===== config.mk =====
export PLATFORM = sky130hd
export DESIGN_NAME = fetch_buffer_flat
export DESIGN_NICKNAME = d
export VERILOG_FILES = /design/src/rtl/fetch_buffer_if.sv /design/src/rtl/fetch_buffer.sv /design/src/flat_wrapper.sv
export SDC_FILE = /design/constraint.sdc
export NUM_CORES = 1
export LEC_CHECK = 0
export CAP_MARGIN = 0
export CORE_MARGIN = 2
export CORE_UTILIZATION = 55
export DETAILED_ROUTE_END_ITERATION = 7
export HOLD_SLACK_MARGIN = 0.03
export PLACE_DENSITY_LB_ADDON = 0.05
export SLEW_MARGIN = 20
export SYNTH_ARGS = -nofsm -noshare
export SYNTH_HDL_FRONTEND = slang
export SYNTH_SLANG_ARGS = --single-unit

===== constraint.sdc =====
create_clock -name clk_i -period 11.2 [get_ports clk_i]
set_clock_uncertainty 0.1 [all_clocks]
set_input_delay 1.68 -clock clk_i [delete_from_list [all_inputs] [get_ports clk_i]]
set_output_delay 1.68 -clock clk_i [all_outputs]
set_load 0.05 [all_outputs]

===== src/rtl/fetch_buffer_if.sv =====
// Core-wide widths plus the fetch stage's memory, redirect and decode handshake bundle.
// The package lives here because every user of the interface also needs these widths.
package core_pkg;
    localparam int Xlen = 32;
    localparam int Ilen = 32;
endpackage

interface fetch_buffer_if;
    import core_pkg::*;

    logic            imem_req_valid_o;
    logic            imem_req_ready_i;
    logic [Xlen-1:0] imem_req_addr_o;
    logic            imem_resp_valid_i;
    logic [Ilen-1:0] imem_resp_data_i;
    logic            imem_resp_err_i;
    logic            redirect_valid_i;
    logic [Xlen-1:0] redirect_pc_i;
    logic            inst_valid_o;
    logic            inst_ready_i;
    logic [Ilen-1:0] inst_o;
    logic [Xlen-1:0] pc_o;
    logic            inst_err_o;

    // Fetch stage side.
    modport master (
        output imem_req_valid_o,
        input  imem_req_ready_i,
        output imem_req_addr_o,
        input  imem_resp_valid_i,
        input  imem_resp_data_i,
        input  imem_resp_err_i,
        input  redirect_valid_i,
        input  redirect_pc_i,
        output inst_valid_o,
        input  inst_ready_i,
        output inst_o,
        output pc_o,
        output inst_err_o
    );

    // Memory / decode / redirect side.
    modport slave (
        input  imem_req_valid_o,
        output imem_req_ready_i,
        input  imem_req_addr_o,
        output imem_resp_valid_i,
        output imem_resp_data_i,
        output imem_resp_err_i,
        output redirect_valid_i,
        output redirect_pc_i,
        input  inst_valid_o,
        output inst_ready_i,
        input  inst_o,
        input  pc_o,
        input  inst_err_o
    );
endinterface


===== src/rtl/fetch_buffer.sv =====
// Instruction fetch stage: issues in-order word fetches, buffers responses with their PCs
// and hands them to decode; a redirect flushes the buffer and discards in-flight returns.
module fetch_buffer
    import core_pkg::*;
#(
    parameter logic [Xlen-1:0] ResetPc = '0,
    parameter int unsigned     Depth   = 4
) (
    input logic          clk_i,
    input logic          rst_i,
    fetch_buffer_if.master bus
);

    localparam int unsigned     CntW      = $clog2(Depth + 1);
    localparam int unsigned     PtrW      = $clog2(Depth);
    localparam logic [Xlen-1:0] AlignMask = ~Xlen'(3);
    localparam logic [Xlen-1:0] ResetPcAl = ResetPc & AlignMask;

    typedef logic [CntW-1:0] cnt_t;
    typedef logic [PtrW-1:0] ptr_t;

    logic [Xlen-1:0] fetch_pc_q, fetch_pc_d;
    logic [Xlen-1:0] resp_pc_q, resp_pc_d;
    cnt_t            outst_q, outst_d;
    cnt_t            drop_q, drop_d;
    cnt_t            count_q, count_d;
    ptr_t            head_q, head_d;
    ptr_t            tail_q, tail_d;

    logic [Ilen-1:0] inst_mem_q [Depth];
    logic [Xlen-1:0] pc_mem_q   [Depth];
    logic            err_mem_q  [Depth];

    logic            inst_valid;
    logic            pop;
    logic            push;
    logic            req_valid;
    logic            req_fire;
    logic            resp;
    logic            redirect;
    logic [CntW:0]   credit_used;
    logic [Xlen-1:0] redirect_pc_al;

    assign inst_valid     = (count_q != '0);
    assign pop            = inst_valid && bus.inst_ready_i;
    assign resp           = bus.imem_resp_valid_i;
    assign redirect       = bus.redirect_valid_i;
    assign redirect_pc_al = bus.redirect_pc_i & AlignMask;

    // Outstanding plus buffered never exceeds Depth, so every response is guaranteed a slot.
    assign credit_used = {1'b0, outst_q} + {1'b0, count_q} - (CntW + 1)'(pop);
    assign req_valid   = !rst_i && !redirect && (credit_used < (CntW + 1)'(Depth));
    assign req_fire    = req_valid && bus.imem_req_ready_i;
    assign push        = resp && (drop_q == '0) && !redirect;

    always_comb begin
        fetch_pc_d = fetch_pc_q;
        resp_pc_d  = resp_pc_q;
        outst_d    = outst_q;
        drop_d     = drop_q;
        count_d    = count_q;
        head_d     = head_q;
        tail_d     = tail_q;

        if (redirect) begin
            fetch_pc_d = redirect_pc_al;
            resp_pc_d  = redirect_pc_al;
            outst_d    = outst_q - cnt_t'(resp);
            // Every request still unanswered is stale; outst_q already counts older stale ones.
            drop_d     = outst_q - cnt_t'(resp);
            count_d    = '0;
            head_d     = '0;
            tail_d     = '0;
        end else begin
            if (req_fire) begin
                fetch_pc_d = fetch_pc_q + Xlen'(4);
            end
            outst_d = outst_q + cnt_t'(req_fire) - cnt_t'(resp);
            if (resp) begin
                if (drop_q != '0) begin
                    drop_d = drop_q - cnt_t'(1);
                end else begin
                    resp_pc_d = resp_pc_q + Xlen'(4);
                end
            end
            head_d  = head_q + ptr_t'(pop);
            tail_d  = tail_q + ptr_t'(push);
            count_d = count_q + cnt_t'(push) - cnt_t'(pop);
        end
    end

    always_ff @(posedge clk_i) begin
        if (rst_i) begin
            fetch_pc_q <= ResetPcAl;
            resp_pc_q  <= ResetPcAl;
            outst_q    <= '0;
            drop_q     <= '0;
            count_q    <= '0;
            head_q     <= '0;
            tail_q     <= '0;
        end else begin
            fetch_pc_q <= fetch_pc_d;
            resp_pc_q  <= resp_pc_d;
            outst_q    <= outst_d;
            drop_q     <= drop_d;
            count_q    <= count_d;
            head_q     <= head_d;
            tail_q     <= tail_d;
        end
    end

    // Storage needs no reset; entries are only visible once count_q covers them.
    always_ff @(posedge clk_i) begin
        if (!rst_i && push) begin
            inst_mem_q[tail_q] <= bus.imem_resp_data_i;
            pc_mem_q[tail_q]   <= resp_pc_q;
            err_mem_q[tail_q]  <= bus.imem_resp_err_i;
        end
    end

    assign bus.imem_req_valid_o = req_valid;
    assign bus.imem_req_addr_o  = fetch_pc_q & AlignMask;
    assign bus.inst_valid_o     = inst_valid;
    assign bus.inst_o           = inst_mem_q[head_q];
    assign bus.pc_o             = pc_mem_q[head_q];
    assign bus.inst_err_o       = err_mem_q[head_q];

    a_resp_has_request : assert property (
        @(posedge clk_i) disable iff (rst_i) resp |-> (outst_q != '0));

    a_push_has_slot : assert property (
        @(posedge clk_i) disable iff (rst_i) push |-> ((count_q != cnt_t'(Depth)) || pop));

    a_drop_bounded : assert property (
        @(posedge clk_i) disable iff (rst_i) drop_q <= outst_q);

endmodule


===== src/flat_wrapper.sv =====
// flat-port wrapper written by rule: the top's interface ports become plain ports
module fetch_buffer_flat import core_pkg::*;
#(
    parameter logic [Xlen-1:0] ResetPc = '0,
    parameter int unsigned     Depth   = 4
)
  (clk_i, rst_i, bus_imem_req_valid_o, bus_imem_req_ready_i, bus_imem_req_addr_o, bus_imem_resp_valid_i, bus_imem_resp_data_i, bus_imem_resp_err_i, bus_redirect_valid_i, bus_redirect_pc_i, bus_inst_valid_o, bus_inst_ready_i, bus_inst_o, bus_pc_o, bus_inst_err_o);
  fetch_buffer_if bus_i ();
  input logic clk_i;
  input logic rst_i;
  output wire logic [$bits(bus_i.imem_req_valid_o)-1:0] bus_imem_req_valid_o;
  input wire logic [$bits(bus_i.imem_req_ready_i)-1:0] bus_imem_req_ready_i;
  output wire logic [$bits(bus_i.imem_req_addr_o)-1:0] bus_imem_req_addr_o;
  input wire logic [$bits(bus_i.imem_resp_valid_i)-1:0] bus_imem_resp_valid_i;
  input wire logic [$bits(bus_i.imem_resp_data_i)-1:0] bus_imem_resp_data_i;
  input wire logic [$bits(bus_i.imem_resp_err_i)-1:0] bus_imem_resp_err_i;
  input wire logic [$bits(bus_i.redirect_valid_i)-1:0] bus_redirect_valid_i;
  input wire logic [$bits(bus_i.redirect_pc_i)-1:0] bus_redirect_pc_i;
  output wire logic [$bits(bus_i.inst_valid_o)-1:0] bus_inst_valid_o;
  input wire logic [$bits(bus_i.inst_ready_i)-1:0] bus_inst_ready_i;
  output wire logic [$bits(bus_i.inst_o)-1:0] bus_inst_o;
  output wire logic [$bits(bus_i.pc_o)-1:0] bus_pc_o;
  output wire logic [$bits(bus_i.inst_err_o)-1:0] bus_inst_err_o;
  assign bus_imem_req_valid_o = bus_i.imem_req_valid_o;
  assign bus_i.imem_req_ready_i = bus_imem_req_ready_i;
  assign bus_imem_req_addr_o = bus_i.imem_req_addr_o;
  assign bus_i.imem_resp_valid_i = bus_imem_resp_valid_i;
  assign bus_i.imem_resp_data_i = bus_imem_resp_data_i;
  assign bus_i.imem_resp_err_i = bus_imem_resp_err_i;
  assign bus_i.redirect_valid_i = bus_redirect_valid_i;
  assign bus_i.redirect_pc_i = bus_redirect_pc_i;
  assign bus_inst_valid_o = bus_i.inst_valid_o;
  assign bus_i.inst_ready_i = bus_inst_ready_i;
  assign bus_inst_o = bus_i.inst_o;
  assign bus_pc_o = bus_i.pc_o;
  assign bus_inst_err_o = bus_i.inst_err_o;
  fetch_buffer #(.ResetPc(ResetPc), .Depth(Depth)) u_core (.clk_i(clk_i), .rst_i(rst_i), .bus(bus_i));
endmodule

### Word level (Yosys, flattened, before mapping)

Memories as Yosys holds them, arrays and structs flattened. A register that Yosys moved wholly into a read port is not among the register bits.
Index checks and enable logic that the tools add are counted.

* input bits: 71
* bits in registers: 77
* bits in writable memories: 260
* memories kept: 3

Memories
* u_core.inst_mem_q: words 4, bits a word 32, read ports 1, clocked after memory_dff 1, wr ports 1, line fetch_buffer.sv:30 `logic [Ilen-1:0] inst_mem_q [Depth];`
* u_core.pc_mem_q: words 4, bits a word 32, read ports 1, clocked after memory_dff 1, wr ports 1, line fetch_buffer.sv:31 `logic [Xlen-1:0] pc_mem_q [Depth];`
* u_core.err_mem_q: words 4, bits a word 1, read ports 1, clocked after memory_dff 1, wr ports 1, line fetch_buffer.sv:32 `logic err_mem_q [Depth];`

* eq/ne operators: 1
* multiplexer cells: 14
* order comparisons: 1
* $add $sub $neg: 12
* bitwise logic cells: 1
* reductions and logical operators: 19

Operator list (count)
* two-way mux 32 bit: 5
* adder 32 x 3 -> 32 bit, second input constant: 2
* two-way mux 3 bit: 4
* subtractor 3 x 1 -> 3 bit: 3
* logical AND 1 bit: 7
* adder 3 x 1 -> 3 bit: 2
* two-way mux 2 bit: 3
* AND reduction 2 bit: 3
* nonzero test 2 bit: 3
* nonzero test 3 bit: 2
* adder 2 x 1 -> 2 bit: 2
* adder 3 x 3 -> 4 bit: 1
* < comparator 4 x 3 -> 1 bit, second input constant: 1
* subtractor 4 x 1 -> 4 bit: 1
* logical NOT 3 bit: 1
* subtractor 3 x 1 -> 3 bit, second input constant: 1
* logical NOT 1 bit: 2
* two-way mux 1 bit: 2
* inequality test 2 bit, second input constant: 1
* OR reduction 2 bit: 1
* inverter 1 bit: 1

### Longest topological paths before layout

* depth after elaboration: 9
* mapped depth: 17
* gate-level depth less buffers: 16

### Least setup slack after synthesis

OpenSTA, ideal clock, no wires.

* path kind: in2reg
* from: input port bus_redirect_valid_i
* to: memory u_core.err_mem_q[0], enable pin
* setup time: 0.640 ns
* cell stages on the path: 4
* data arrival time: 8.210 ns
* slack: 2.250 ns
* path buffers: 1
* data required time: 10.460 ns
* path through: inv_1 clkbuf_1 nand2_1 nor4_1

* cells in the longest elaborated chain, start to end: 5

RTL lines
* start, declared: line flat_wrapper.sv:17 `input wire logic [$bits(bus_i.redirect_valid_i)-1:0] bus_redirect_valid_i;`
* logical NOT 1 bit: line fetch_buffer.sv:54 `assign push = resp && (drop_q == '0) && !redirect;`
* logical AND 1 bit: line fetch_buffer.sv:54
* logical AND 1 bit: line fetch_buffer.sv:114 `if (!rst_i && push) begin`
* two-way mux 1 bit: line fetch_buffer.sv:114
* two-way mux 1 bit (implied by the code): line fetch_buffer.sv:117 `err_mem_q[tail_q] <= bus.imem_resp_err_i;`
* end, declared: line fetch_buffer.sv:32

Every way passes these cells.

### Worst setup path in the final report

* from: input port bus_inst_ready_i
* to: output port bus_imem_req_valid_o

* cells in the longest elaborated chain, start to end: 4

RTL lines
* start, declared: line flat_wrapper.sv:20 `input wire logic [$bits(bus_i.inst_ready_i)-1:0] bus_inst_ready_i;`
* logical AND 1 bit: line fetch_buffer.sv:45 `assign pop = inst_valid && bus.inst_ready_i;`
* subtractor 4 x 1 -> 4 bit: line fetch_buffer.sv:51 `assign credit_used = {1'b0, outst_q} + {1'b0, count_q} - (CntW + 1)'(pop);`
* < comparator 4 x 3 -> 1 bit: line fetch_buffer.sv:52 `assign req_valid = !rst_i && !redirect && (credit_used < (CntW + 1)'(Depth));`
* logical AND 1 bit: line fetch_buffer.sv:52
* end, declared: line flat_wrapper.sv:11 `output wire logic [$bits(bus_i.imem_req_valid_o)-1:0] bus_imem_req_valid_o;`

Every way passes these cells.

==> metrics <==
status=finished, final reports clean; synth top area cells=edfxtp_1 57%, dfxtp_1 11%, mux4_2 11%; IO Port Bufs=roughly 160; CP Max Fanout=5; final core utilization=0.6760; Antenna Cells=0; CP bufs+invs=3; Slew @ Worst Pin=976.9 ps; First-pass DRT Iterations=4; most frequent cells in the layout=252 x edfxtp_1, 163 x clkdlybuf4s50_1, 71 x dfxtp_1; Yosys top cell area share=0.5663; post-synthesis cell count=833; sw power=~0.00063 W; Sinks on Clock Net=325; dpl hpwl=15.64 mm; fin. max-slew vios=0; Post-synth EDFFs=252; GPL Wtd Cong=between 0.8 and 0.9; Cell Chain, Critical Path=clkdlybuf4s50_1, and2_1, ha_1, inv_1, ha_1, and3b_1, nor3_1, nor3_1, nor2_1, clkdlybuf4s50_1; startpoint types=input pin; Hold Path Sink=u_core.fetch_pc_q[9]; RSZ-0062 raised after global routing=no; core region area=0.02411 mm2; clock root buffer=clkbuf_16; sequential element share of the synthesized area=0.6757; Crit Path Class=in2out; hold path cells=2; Reg clk slew, reported paths=60 ps; CP delay by family, top=simple AND/OR/NAND/NOR gates; largest net degree at the start of global routing=66; vias=7681; switching share of total power=0.2393; leading area contributor after synthesis=edfxtp_1; Hold Path Class=reg2reg; CTS tree=built; worst r2r src=u_core.count_q[1]; Syn. warnings=0; hold_buf cts=0; Reg power frac=0.516; Crit path required time=9420 ps; Initial Util=0.5543; Fin Setup TNS=0 ps; commonest non-fill, non-tap cell in the layout=edfxtp_1; Die Span X=roughly 160 um; Die Area=roughly 0.026 mm2; Pwr Total=0.002648 W; RR Endpoint=u_core.outst_q[2]; Syn Area/Cell=16.04 um2; H-tree levels=1; R2R cell count=16; CP arrival=4770 ps; CTS resizes=0; Leak=5.177 nW; Worst slew margin=0.3487; initial antenna violation count=0; Area Overhead vs Synth=21.95%; CP Capture Type=output port; share of layout cells above drive strength 1=0.1360; #FFs+latches synth=between 300 and 400; FMAX=between 150 and 200 MHz; Tcrit/Tclk final=0.5847; I/O pins=between 150 and 200; Pint=slightly above 0.002 W; CP max stage delay=830 ps; antenna-violating nets left=0; # setup viols final=0; Clk pwr share=0.373; DR vias/cell=5.707; first-pass GRT wire length=41.79 mm; placed insts=1289; non-filler cells in the finished layout=1346; Mapped Area=0.01336 mm2; vias in the first global route=7697; count of cell types in the netlist=60; crit path time final=6549 ps; fin nets=roughly 1100; GRT Util Overall=0.2057; drt wl/cell=19.35 um; HP Start=u_core.fetch_pc_q[9]; Post-CTS Setup Repair Bufs=0; Inserted Clock Buffers=31; total grt overflow=0; FF-to-FF setup slack=7420 ps; routed wire length=26.04 mm; drt drc=0; ys flop type=edfxtp_1; initial DRC count=482; Post-synth ARST share=0; die height=159.9 um; Worst path slowest cell=clkdlybuf4s50_1; CTS max path bufs=3; clock latency on the worst-skew pair=between 500 and 600 ps; Peak VDD IR=0.1077 mV; pwr dens=162.5 mW/mm2; Final Hold Viols=0; Comb pwr share=0.111; FP Rows=57; maxcap violations=0
==> state kept, by name (all words and copies together), names as in the netlist, 3 cells and up <==
name               cells
u_core.pc_mem_q      120
u_core.fetch_pc_q     30
u_core.err_mem_q       4
u_core.inst_mem_q    128
u_core.outst_q         3
u_core.drop_q          3
u_core.resp_pc_q      30
u_core.count_q         3
==> cell families (layout without fill, tap and decap cells) <==
family | after synthesis | in the layout | share of synthesized area
other cells | 1 | 4 | 0.0002807
flops | 325 | 325 | 0.6757
fa+ha+maj | 19 | 19 | 0.01892
compound gates | 122 | 122 | 0.07042
buf+inv | 69 | 255 | 0.02201
simple gates | 195 | 195 | 0.08063
xor+xnor | 36 | 36 | 0.02360
mux | 66 | 66 | 0.1084
==> worst register-to-register path: stages (launching register included) <==
cell and delay (ps):
dfxtp_1 380, inv_1 80, nand3_1 100, and2_1 200, ha_1 160, inv_1 40
ha_1 250, and3b_1 210, o211a_1 300, o311ai_4 620, inv_1 100, ha_1 210
fa_1 380, xor2_1 150, o21ai_0 180, xnor2_1 140, nor2_1 50
==> cell usage after synthesis (all sizes together) (4+ instances only) <==
master  instances
a31oi          11
and3            6
a21boi         16
o31a           22
nor2           34
nand3          22
ha             17
xnor2          24
o31ai           4
a21oi           9
xor2           12
and2            4
o311ai          7
buf            20
mux4           63
dfxtp          73
nand2          48
or4            10
and4            6
clkbuf         23
o21a           25
edfxtp        252
nand4          10
inv            26
or3             8
a211oi         14
nor4           16
nor3           22
==> how the worst max path moves through the flow <==
stage | depth (start not counted) | start | endpoint
final | 10 | bus_inst_ready_i | bus_imem_req_valid_o
after global routing | 10 | bus_inst_ready_i | bus_imem_req_valid_o
after CTS | 10 | bus_inst_ready_i | bus_imem_req_valid_o
after detailed placement | 10 | bus_inst_ready_i | bus_imem_req_valid_o
after global placement | 10 | bus_inst_ready_i | bus_imem_req_valid_o
after floorplan | 4 | bus_redirect_valid_i | u_core.err_mem_q[0]
==> final cells by class <==
| cell class | count | area, um2 |
|---|---|---|
| timing repair buffer | 172 | 1699 |
| inverter | 26 | 97.59 |
| sequential | 325 | 9036 |
| fill | 1764 | 7811 |
| clock buffer | 43 | 840.8 |
| tap | 324 | 405.4 |
| clock inverter | 14 | 118.9 |
| multi-input combinational | 442 | 4096 |
==> per-stage QoR <==
step	worst slack, ps	cell area (um2)	hold WS [ps]
final	4651	16290	440.4
after global routing	4520	16290	456.6
after CTS	4771	16280	436.1
after detailed placement	4773	15320	427.5
after global placement	4827	15320	416.2
after floorplan	2250	13370	380.9
==> layer usage <==
metal,part of all wire,wire (um),GRT usage
met2,0.47,12210,0.3282
met3,0.057,1477,0.03221
met4,0.018,456,0.05405
met5,0,0,0
met1,0.46,11890,0.3008
==> power by group through the flow <==
| stage | clock [W] | combinational, W | sequential [W] |
|---|---|---|---|
| 6_report | 0.000987 | 0.000295 | 0.00137 |
| 5_1_grt | 0.00106 | 0.000316 | 0.00137 |
| 4_1_cts | 0.00101 | 0.000294 | 0.00137 |
| 3_5_place_dp | 0 | 0.000293 | 0.00139 |
| 3_3_place_gp | 0 | 0.000290 | 0.00139 |
| 2_1_floorplan | 0 | 0.000174 | 0.00141 |
Note: power is estimated with default switching activity, not from simulation.
==> RTL edit 1 (same flow settings) <==
Put a register stage on the output `bus.inst_err_o`, without a reset. The value now appears one clock later.
--- a/src/rtl/fetch_buffer.sv
+++ b/src/rtl/fetch_buffer.sv
@@ -123,7 +123,9 @@
     assign bus.inst_valid_o     = inst_valid;
     assign bus.inst_o           = inst_mem_q[head_q];
     assign bus.pc_o             = pc_mem_q[head_q];
-    assign bus.inst_err_o       = err_mem_q[head_q];
+    always_ff @(posedge clk_i) begin
+        bus.inst_err_o <= err_mem_q[head_q];
+    end
 
     a_resp_has_request : assert property (
         @(posedge clk_i) disable iff (rst_i) resp |-> (outst_q != '0));
Check against the original RTL: not equivalent (a bounded check fails within 4 cycles, from zero or initial values and one cycle with rst_i high).
==> RTL edit 1 against the original RTL <==
Synthesized area shrank 0.10%; total power up 0.34%; sequential cell count increased by 1; wire length is 3.9% higher; combinational power is 2% higher; highest routed layer unchanged; setup slack improved by 0.092 ns; utilization shrank 0.062 points; critical endpoint unchanged; cell area barely moved.
==> RTL edit 1: results (changes against the original RTL) <==
outcome: "completed"  # unchanged
dp_slack_ns: 4.790  # was 4.773 ns
ys_seq_area_share_pct: 67.79  # was 67.57%
worst_hold_slack_ns: 0.4223  # was 0.4404 ns
post_cts_buffers: 0  # unchanged
finalNetCount: 1091  # was 1,088
drive_above_1_share_pct: 13.37  # was 13.60%
fmax_mhz: 154.9  # was 152.7 MHz
vias: 7823  # was 7,681
dp.cells: 1292  # was 1,289
syn_avg_cell_area_um2: 16.06  # was 16.04 um^2
track_usage_pct: 21.29  # was 20.57%
max_slew_margin_pct: 34.66  # was 34.87%
grt_max_degree: 83  # was 66
ff2ff_path_depth: 16  # unchanged
firstDrtPassIters: 5  # was 4
wire_per_inst_um: 20.07  # was 19.35 um
yosysUniqueCellTypes: 57  # was 60
hp-class: "reg2reg"  # unchanged
ir_worst_vdd_mv: 0.1139  # was 0.1077 mV
num_antenna_cells: 0  # unchanged
cp_max_fo: 14  # was 5
post_dp_cell_area_um2: 15310  # was 15,320 um^2
grt_pass1_vias: 8118  # was 7,697
hp-start: "u_core.head_q[1]"  # was u_core.fetch_pc_q[9]
cp.arrival_ns: 4.68  # was 4.77 ns
grt_first_pass_wirelength_um: 43410  # was 41,790 um
drt_iter0_markers: 590  # was 482
gp_congestion: 0.8641  # was 0.8334
wirelength_um: 27070  # was 26,040 um
reg2reg_slack_ns: 7.62  # was 7.42 ns
holdPathEnd: "u_core.head_q[1]"  # was u_core.fetch_pc_q[9]
yosys-top-cells-count: "252 x edfxtp_1, 74 x dfxtp_1, 63 x mux4_2, 50 x inv_1, 37 x xnor2_1"  # was 252 x edfxtp_1, 73 x dfxtp_1, 63 x mux4_2, 48 x nand2_1, 33 x nor2_1
hpwlAfterDp_um: 16790  # was 15,640 um
synthTopCellsByArea: "edfxtp_1 57%, dfxtp_1 11%, mux4_2 11%, xnor2_1 2.4%, ha_1 1.6%"  # was edfxtp_1 57%, dfxtp_1 11%, mux4_2 11%, ha_1 1.6%, xnor2_1 1.6%
## RTL edit 1: changes by cell type in the layout (fill, tap and decap cells not counted), sizes merged, moves of 10 or more
cell	unedited run	this run
inv	26	50
a21oi	9	32
nand2	48	25
xnor2	24	37
nor3	22	12
o31a	22	12
## RTL edit 1: logic make-up (layout without fill, tap and decap cells)
group	after synthesis	in the layout	synth area share [%]
adders and majority gates	19	19	1.893
other	1	4	0.02809
buffers and inverters	90	281	2.765
DFF	326	326	67.79
and+or+nand+nor	151	151	6.112
xor gates and xnor gates	46	46	3.018
AOI/OAI and AO/OA	131	131	7.443
muxes	67	67	10.95
## RTL edit 1: per-layer routing
metal | part of all wire (%) | global-route usage (%) | vias up
met5 | 0 | 0 | -
met4 | 1.4 | 5.160 | 0
met3 | 7.2 | 3.455 | 36
met2 | 48 | 34.69 | 360
met1 | 44 | 30.60 | 3857
li1 | - | - | 3570
## RTL edit 1: critical path: cells and delay by family
| family | cells | cell delay (ns) |
|---|---|---|
| buffers and inverters | 3 | 1.34 |
| AO/OA/AOI/OAI | 1 | 0.26 |
| AND/OR/NAND/NOR | 3 | 0.98 |
| adder cells (fa/ha/maj) | 2 | 0.42 |
## RTL edit 1: layout make-up
cell class	count	area (um^2)
clock buffers	34	787.0
clock inverters	23	178.9
fillers	1681	7826
inverters	50	187.7
multi-input cells	418	3958
flip-flops and latches	326	9054
well taps	324	405.4
repair buffers	174	1709
## RTL edit 1: power breakdown
part           internal [mW]  switching (mW)  total (mW)
combinational          0.120           0.181       0.301
sequential              1.33          0.0340        1.37
clock                  0.570           0.417       0.988
total                   2.02           0.633        2.66
==> RTL edit 2 (config.mk and constraints unchanged) <==
Without the edit above. `Depth` is set to 4 in 2 places; all go to 2.
--- a/src/rtl/fetch_buffer.sv
+++ b/src/rtl/fetch_buffer.sv
@@ -4,7 +4,7 @@
     import core_pkg::*;
 #(
     parameter logic [Xlen-1:0] ResetPc = '0,
-    parameter int unsigned     Depth   = 4
+    parameter int unsigned     Depth   = 2
 ) (
     input logic          clk_i,
     input logic          rst_i,
--- a/src/flat_wrapper.sv
+++ b/src/flat_wrapper.sv
@@ -2,7 +2,7 @@
 module fetch_buffer_flat import core_pkg::*;
 #(
     parameter logic [Xlen-1:0] ResetPc = '0,
-    parameter int unsigned     Depth   = 4
+    parameter int unsigned     Depth   = 2
 )
   (clk_i, rst_i, bus_imem_req_valid_o, bus_imem_req_ready_i, bus_imem_req_addr_o, bus_imem_resp_valid_i, bus_imem_resp_data_i, bus_imem_resp_err_i, bus_redirect_valid_i, bus_redirect_pc_i, bus_inst_valid_o, bus_inst_ready_i, bus_inst_o, bus_pc_o, bus_inst_err_o);
   fetch_buffer_if bus_i ();
Function: changed (a bounded check fails within 4 cycles, from zero or initial values and one cycle with rst_i high).
==> RTL edit 2 against the original RTL <==
Synthesized area down 37%; combinational power decreased by 28%; wire length decreased by 27%; sequential cell count is 131 lower; cell area down 34%; total power down 39%; setup slack improved by 0.52 ns; register-to-register slack improved by 0.02 ns; largest cell class unchanged; highest routed layer unchanged.
==> RTL edit 2: results (changes against the original RTL) <==
clock_path_buffers: 2  # was 3
drive_above_1_share_pct: 13.22  # was 13.60%
p_per_area_nw_per_um2: 150.8  # was 162.5 nW/um^2
fillCellCount: 1061  # was 1,764
p_clk_mw: 0.594  # was 0.987 mW
finalNetCount: 915  # was 1,088
hpwlAfterDp_um: 12520  # was 15,640 um
hp-start: "u_core.resp_pc_q[10]"  # was u_core.fetch_pc_q[9]
use_met2_pct: 36.68  # was 32.82%
grt_max_degree: 69  # was 66
holdPathEnd: "u_core.pc_mem_q[1][10]"  # was u_core.fetch_pc_q[9]
cts_buffers: 17  # was 31
clk_latency_ns: 0.43  # was 0.55 ns
crit_family: "buffers and inverters"  # was simple AND/OR/NAND/NOR gates
crit_path_max_incr_delay_ns: 0.81  # was 0.83 ns
p_switching_mw: 0.4187  # was 0.6338 mW
vias_per_cell: 5.756  # was 5.707
grt_first_pass_wirelength_um: 29750  # was 41,790 um
grt_pass1_vias: 5837  # was 7,697
min_path_cells: 0  # was 2
synth_edf_count: 126  # was 252
reg2reg_from: "u_core.count_q[0]"  # was u_core.count_q[1]
reg2reg_slack_ns: 7.44  # was 7.42 ns
yosysUniqueCellTypes: 49  # was 60
ys_seq_area_share_pct: 61.42  # was 67.57%
firstDrtPassIters: 5  # was 4
track_usage_pct: 23.43  # was 20.57%
met3_usage_pct: 5.486  # was 3.221%
top_regs: "u_core.inst_mem_q (64), u_core.pc_mem_q (60)"  # was u_core.inst_mem_q (128), u_core.pc_mem_q (120)
worst_hold_slack_ns: 0.3905  # was 0.4404 ns
ff2ff_path_depth: 13  # was 16
wl_met2_um: 8947  # was 12,210 um
r2r_end: "u_core.fetch_pc_q[16]"  # was u_core.outst_q[2]
cp.arrival_ns: 4.25  # was 4.77 ns
synth-xor-area-share_pct: 4.810  # was 2.360%
outcome: "completed"  # unchanged
yosys-top-cells-count: "126 x edfxtp_1, 68 x dfxtp_1, 63 x mux2_2, 47 x nand2_1, 40 x nor2_1"  # was 252 x edfxtp_1, 73 x dfxtp_1, 63 x mux4_2, 48 x nand2_1, 33 x nor2_1
wl_met1_um: 8203  # was 11,890 um
use_met1_pct: 31.76  # was 30.08%
gp_congestion: 0.9515  # was 0.8334
yosys.area_share.adder_pct: 1.583  # was 1.892%
power_leakage_nw: 3.681  # was 5.177 nW
share_comb_of_total_power_pct: 13.0  # was 11.1%
htree_levels: 4  # was 1
post_dp_cell_area_um2: 10170  # was 15,320 um^2
drt_iter0_markers: 505  # was 482
synthMuxAreaShare_pct: 8.708  # was 10.84%
synthTopCellsByArea: "edfxtp_1 45%, dfxtp_1 16%, mux2_2 8.5%, xor2_1 3.3%, nand2_1 2.1%"  # was edfxtp_1 57%, dfxtp_1 11%, mux4_2 11%, ha_1 1.6%, xnor2_1 1.6%
wire_per_inst_um: 18.29  # was 19.35 um
routed-wl-met3_um: 1333  # was 1477 um
==> RTL edit 2: cell count changes in the layout (fill, tap and decap cells not counted), moves of 15 or more <==
| cell | unedited run | this run |
|---|---|---|
| xor2_1 | 12 | 32 |
| mux2_2 | 0 | 63 |
| nand4_1 | 9 | 24 |
| o31a_1 | 22 | 0 |
| edfxtp_1 | 252 | 126 |
| o21a_1 | 25 | 2 |
| nor3_1 | 21 | 5 |
| mux4_2 | 63 | 0 |
==> RTL edit 2: final cells by class <==
type	instances	area [um^2]	area share (%)
flip-flops and latches	194	5146	47.85
multi-input cells	432	3037	28.24
repair buffers	170	1684	15.66
clock buffers	17	425.4	3.956
well taps	188	235.2	2.187
clock inverters	15	155.1	1.443
inverters	19	71.32	0.6632
==> RTL edit 2: stage by stage <==
stage          util (%)  worst slack (ns)  instances
2_1_floorplan         -             3.746        679
5_1_grt           71.54             5.035       1035
6_report          71.54             5.175       1035
3_3_place_gp      67.67             5.229       1003
3_5_place_dp      67.67             5.181       1003
4_1_cts           71.54             5.163       1035
